File: config.mk
export PLATFORM = sky130hd
export DESIGN_NAME = rv32_branch_ctrl
export DESIGN_NICKNAME = d
export VERILOG_FILES = /design/src/rtl/rv32_branch_ctrl.sv
export SDC_FILE = /design/constraint.sdc
export NUM_CORES = 1
export LEC_CHECK = 0
export ABC_AREA = 1
export ABC_CLOCK_PERIOD_IN_PS = 4200
export BUFFER_PORTS_ARGS = -buffer_cell sky130_fd_sc_hd__buf_2
export CORE_MARGIN = 3
export CORE_UTILIZATION = 37
export CTS_CLUSTER_SIZE = 14
export DETAILED_ROUTE_END_ITERATION = 16
export GPL_TIMING_DRIVEN = 1
export PLACE_DENSITY = 0.58
export SLEW_MARGIN = 0
export SYNTH_ARGS = -nofsm -noshare
export SYNTH_HDL_FRONTEND = slang
export SYNTH_SLANG_ARGS = --single-unit
export TNS_END_PERCENT = 50
File: constraint.sdc
create_clock -name clk -period 4.2 [get_ports clk]
set_input_delay 0.63 -clock clk [delete_from_list [all_inputs] [get_ports clk]]
set_output_delay 0.63 -clock clk [all_outputs]
set_load 0.1 [all_outputs]
File: src/rtl/rv32_branch_ctrl.sv
// Redirect sequencer between the EX-stage branch unit and fetch: captures taken targets,
// holds the fetch redirect until accepted, stalls EX and flushes wrong-path work.
module rv32_branch_ctrl #(
    parameter int unsigned FLUSH_CYCLES = 2,
    parameter int unsigned CNT_WIDTH    = 32
) (
    input  logic                 clk,
    input  logic                 reset_n,
    input  logic                 ex_valid_in,
    input  logic                 ex_taken_in,
    input  logic [31:0]          ex_target_in,
    output logic                 ex_ready_out,
    output logic                 redirect_valid_out,
    output logic [31:0]          redirect_pc_out,
    input  logic                 fetch_ready_in,
    output logic                 flush_out,
    output logic                 misaligned_out,
    output logic [CNT_WIDTH-1:0] taken_count_out
);

    typedef enum logic [1:0] {StIdle, StReq, StFlush} state_e;

    // Wraps harmlessly when FLUSH_CYCLES is 0; that load path is never taken then.
    localparam logic [3:0] FlushLoad = 4'(FLUSH_CYCLES - 1);

    state_e               state_q, state_d;
    logic [3:0]           flush_cnt_q, flush_cnt_d;
    logic                 redirect_valid_q, redirect_valid_d;
    logic [31:0]          redirect_pc_q, redirect_pc_d;
    logic                 flush_q, flush_d;
    logic                 misaligned_q, misaligned_d;
    logic [CNT_WIDTH-1:0] taken_count_q, taken_count_d;

    logic ex_taken;
    assign ex_taken = ex_valid_in & ex_taken_in;

    always_comb begin
        state_d          = state_q;
        flush_cnt_d      = flush_cnt_q;
        redirect_valid_d = redirect_valid_q;
        redirect_pc_d    = redirect_pc_q;
        flush_d          = flush_q;
        misaligned_d     = 1'b0;
        taken_count_d    = taken_count_q;

        unique case (state_q)
            StIdle: begin
                if (ex_taken && !ex_target_in[1]) begin
                    redirect_pc_d    = ex_target_in;
                    redirect_valid_d = 1'b1;
                    flush_d          = 1'b1;
                    state_d          = StReq;
                end else if (ex_taken) begin
                    misaligned_d = 1'b1;
                end
            end
            StReq: begin
                if (fetch_ready_in) begin
                    taken_count_d    = taken_count_q + CNT_WIDTH'(1);
                    redirect_valid_d = 1'b0;
                    if (FLUSH_CYCLES == 0) begin
                        flush_d = 1'b0;
                        state_d = StIdle;
                    end else begin
                        flush_cnt_d = FlushLoad;
                        state_d     = StFlush;
                    end
                end
            end
            StFlush: begin
                if (flush_cnt_q == 4'd0) begin
                    flush_d = 1'b0;
                    state_d = StIdle;
                end else begin
                    flush_cnt_d = flush_cnt_q - 4'd1;
                end
            end
            default: begin
                redirect_valid_d = 1'b0;
                flush_d          = 1'b0;
                state_d          = StIdle;
            end
        endcase
    end

    always_ff @(posedge clk or negedge reset_n) begin
        if (!reset_n) begin
            state_q          <= StIdle;
            flush_cnt_q      <= 4'd0;
            redirect_valid_q <= 1'b0;
            redirect_pc_q    <= 32'd0;
            flush_q          <= 1'b0;
            misaligned_q     <= 1'b0;
            taken_count_q    <= '0;
        end else begin
            state_q          <= state_d;
            flush_cnt_q      <= flush_cnt_d;
            redirect_valid_q <= redirect_valid_d;
            redirect_pc_q    <= redirect_pc_d;
            flush_q          <= flush_d;
            misaligned_q     <= misaligned_d;
            taken_count_q    <= taken_count_d;
        end
    end

    assign ex_ready_out       = (state_q == StIdle);
    assign redirect_valid_out = redirect_valid_q;
    assign redirect_pc_out    = redirect_pc_q;
    assign flush_out          = flush_q;
    assign misaligned_out     = misaligned_q;
    assign taken_count_out    = taken_count_q;

endmodule
======== Yosys cells after proc, flatten, opt, wreduce, memory -nomap -nowiden ========
Index checks and enable logic that the tools add are counted.
storage, ports and cells
  bits in registers ....................... 73
  output and inout bits ................... 68
  word-level logic and storage cells ...... 44
operators by class
  $add $sub $neg .......................... 2
  equal/unequal tests ..................... 6
  muxes and demuxes ....................... 15
  bitwise operators ....................... 3
  reductions and logical operators ........ 11
operators by type and width
  kind                     count
  $add A32 B1 Y32 const B  1
  $reduce_and A3 Y1        4
  $mux W4                  2
  $pmux W4 S2              1
  $mux W1                  6
  $mux W2                  3
  $ne A2 B2 Y1 const B     3
  $pmux W1 S3              2
  $pmux W2 S3              1
  $logic_not A4 Y1         1
  $reduce_and A2 Y1        2
  $sub A4 B1 Y4 const B    1
  $eq A2 B1 Y1 const B     1
  $eq A2 B2 Y1 const B     1
  $logic_not A2 Y1         1
  $ne A2 B1 Y1 const B     1
  $not A1 Y1               2
  $reduce_bool A2 Y1       1
  $and A1 B1 Y1            1
  $logic_and A1 B1 Y1      1
  $logic_not A1 Y1         1

======== Logic depth before layout (Yosys ltp) ========
  depth in word-level cells ............... 4
  mapped depth ............................ 8
  mapped depth without buffers ............ 8

======== Least setup slack after synthesis ========
No wires, ideal clock.
  kind .................................... reg2reg
  start ................................... register state_q[0]
  end ..................................... register redirect_pc_q[22], in the netlist redirect_pc_out[22]
  data arrival time ....................... 2.678 ns
  setup slack ............................. 1.454 ns
  cell stages (with the launch flop) ...... 7
  cells stage by stage .................... dfrtp_1 > nor2_1 > nand2_1 > inv_1 > buf_2 > nand2_1 > nand2_1
on the way
  word-level cells in the longest chain between the ends .. 2
ends and longest elaborated chain
  item                         line  RTL
  start: declaration           26    state_e state_q, state_d;
  start signal: assignment     88    state_q <= StIdle;
  start signal: assignment     96    state_q <= state_d;
  $logic_not A2 Y1             -
  net ex_ready_out             12    output logic ex_ready_out,
  $reduce_and A2 Y1 (no line)  -
  end signal: assignment       99    redirect_pc_q <= redirect_pc_d;
  end: declaration             29    logic [31:0] redirect_pc_q, redirect_pc_d;
The timed path passes the listed nets, and every way through them passes these cells.
A chain may end at the register's enable or synchronous reset.

======== Worst setup path in the final report ========
  start ................................... register state_q[0]
  end ..................................... output port ex_ready_out
on the way
  word-level cells in the longest chain between the ends .. 1
ends and longest elaborated chain
  item              line  RTL
  $logic_not A2 Y1  106   assign ex_ready_out = (state_q == StIdle);
  end: declaration  12
Every way passes these cells.

==> reports/qor.yml <==
netlist_instances: 433
required_ps: 3570
yosys.area_share.simple: 0.349
io_pins: 105
synthArstFlopShare: 1.00
viasPerCell: 4.69
drt-initial-drc-count: 70
dp_hpwl_um: 5990
ant_nets: 0
cts_buffers: 9
hold_path.class: "primary input to async pin"
h-tree-depth: 3
wire_per_inst_um: 12.5
synth_flop_cell: "dfrtp_1"
cts.clk_slew.worst_paths_ps: 90
syn_nets: 472
setup_violations: 0
dieArea_um2: 10500
synth_seq_cells: 73
drive_gt1_frac: 0.239
synth-compound-area-share: 0.0168
clock_path_buffers: 2
cts.repair.resized: 0
core_area_um2: 8850
rsz0062_at_grt: "false"
grt_pass1_vias: 3002
syn_avg_cell_area_um2: 7.92
yosysWarnings: 0
synth_area_um2: 3430
synth-adder-area-share: 0.00730
antenna_cells: 0
gp_congestion: 0.768
synth_top_family_by_area: "simple AND/OR/NAND/NOR gates"
path_class: "flip-flop to primary output"
area.growth.synth_to_final_pct: 24.5
post-cts-setup-buffers: 0
nFillCells: 910
crit_path_end_kind: "primary output"
synth_seq_area_share: 0.533
grt_max_degree: 46
wl_um: 8210
antenna_found_initial: 0
via_count: 3079
grt_pass1_wl_um: 13600
synthXorXnorAreaFrac: 0.0383
start_kind: "flip-flop"
cp.arrival_ps: 1450
hold_violations: 0
synth_top_area_share: 0.533
initial_core_util: 0.387
port_buffers: 104
clock_skew_ps: 14.6
yosysUniqueCellTypes: 20
powerDensity_nw_per_um2: 772
maxSlewViolCount: 0
ir_drop_uv: 654
grtUsageTotal: 0.162
fin_nets: 583
root_buffer: "clkbuf_8"
drc_errors: 0
cts.sinks: 73
drt_first_pass_iters: 4
leakage_uw: 0.00235
cts_tree: "done"
fin_crit_sh: 0.496
fin_hold_ws_ps: 321
synth_top_area_cell: "dfrtp_1"
grt.overflow.total: 0
hold_buffers: 0
drv_cap: 0
clock_latency_ps: 340
rows: 34
die_w_um: 102
tightest_slew_ps: 887
final.setup.tns_ps: 0
die_h_um: 102
fin_crit_ps: 2080
synth-edff-count: 0
p_total_uw: 3300
fmax_mhz: 480
synthMuxAreaShare: 0
synth_area_leaders: "dfrtp_1 (53%), nand2_1 (20%), inv_1 (4.8%)"
ys_top_cells_by_count: "nand2_1 (187), dfrtp_1 (73), inv_1 (44)"
synth.most_common_cell: "nand2_1"
status: "finished, final reports clean"
max_slew_margin: 0.408
crit_path_max_fanout: 6
[metal layers]
layer  up-vias  global-route usage  routed length, um
met1      1417               0.213               3870
met5         -                   0                  0
met3        12              0.0485                617
met4         0              0.0585                124
li1       1552                   -                  -
met2        98               0.256               3600
[cell families (layout without fill, tap and decap cells)]
family                   after synthesis  in the layout
buffers and inverters                 50            166
AND/OR/NAND/NOR                      282            282
AO/OA/AOI/OAI                         11             11
XOR/XNOR                              15             15
adder cells (fa/ha/maj)                2              2
flip-flops                            73             73
[critical path, cell delays in order, from the launching register on]
cell,delay [ps]
dfrtp_1,460
nor2_1,190
buf_2,450
[final timing paths]
path | startpoint | to | slack (ps) | depth (start not counted)
setup / recovery | state_q[0] | ex_ready_out | 2120 | 2
hold / removal | reset_n | taken_count_out[9] | 320 | 1
setup reg to reg | state_q[0] | redirect_pc_out[30] | 2240 | 6
hold reg to reg | redirect_pc_out[17] | redirect_pc_out[17] | 480 | 2
max in group asynchronous | reset_n | flush_cnt_q[1] | 2830 | 2
min in group clk | ex_target_in[5] | redirect_pc_out[5] | 480 | 3
[flip-flops by register name, summed over array words and instances (netlist names)]
signal	flops
flush_cnt_q	4
flush_out	1
misaligned_out	1
redirect_pc_out	32
redirect_valid_out	1
state_q	2
taken_count_out	32
[power breakdown]
group / switching (uW) / internal (uW)
combinational: 1510 / 232
clock: 282 / 277
sequential: 112 / 885
[cells in the final DEF, fill, tap and decap left out, drive strengths merged]
cell      count
clkinvlp      2
buf         106
ha            2
o21ai         9
clkbuf       10
nand2       187
inv          45
nor3         10
nor2         48
xnor2         5
clkinv        2
o21bai        1
nand4         7
bufinv        1
dfrtp        73
nand3b        4
xor2         10
nand3        26
a21oi         1
[final cells by class]
class	count	area, um2	area share
Sequential cell	73	1830	0.428
Multi-Input combinational cell	310	1410	0.330
Clock buffer	10	128	0.0299
Inverter	44	165	0.0387
Clock inverter	6	67.6	0.0158
Timing Repair Buffer	106	536	0.125
Tap cell	108	135	0.0317
[per-stage QoR]
| step | worst slack [ps] | std cells | util | area, um2 |
|---|---|---|---|---|
| finish | 2120 | 657 | 0.482 | 4270 |
| global route | 1990 | 657 | 0.482 | 4270 |
| CTS | 2090 | 657 | 0.482 | 4270 |
| detailed placement | 1940 | 641 | 0.460 | 4070 |
| global placement | 2000 | 641 | 0.460 | 4070 |
| floorplan | 1450 | 433 | - | 3430 |
Note: power is estimated with default switching activity, not from simulation.
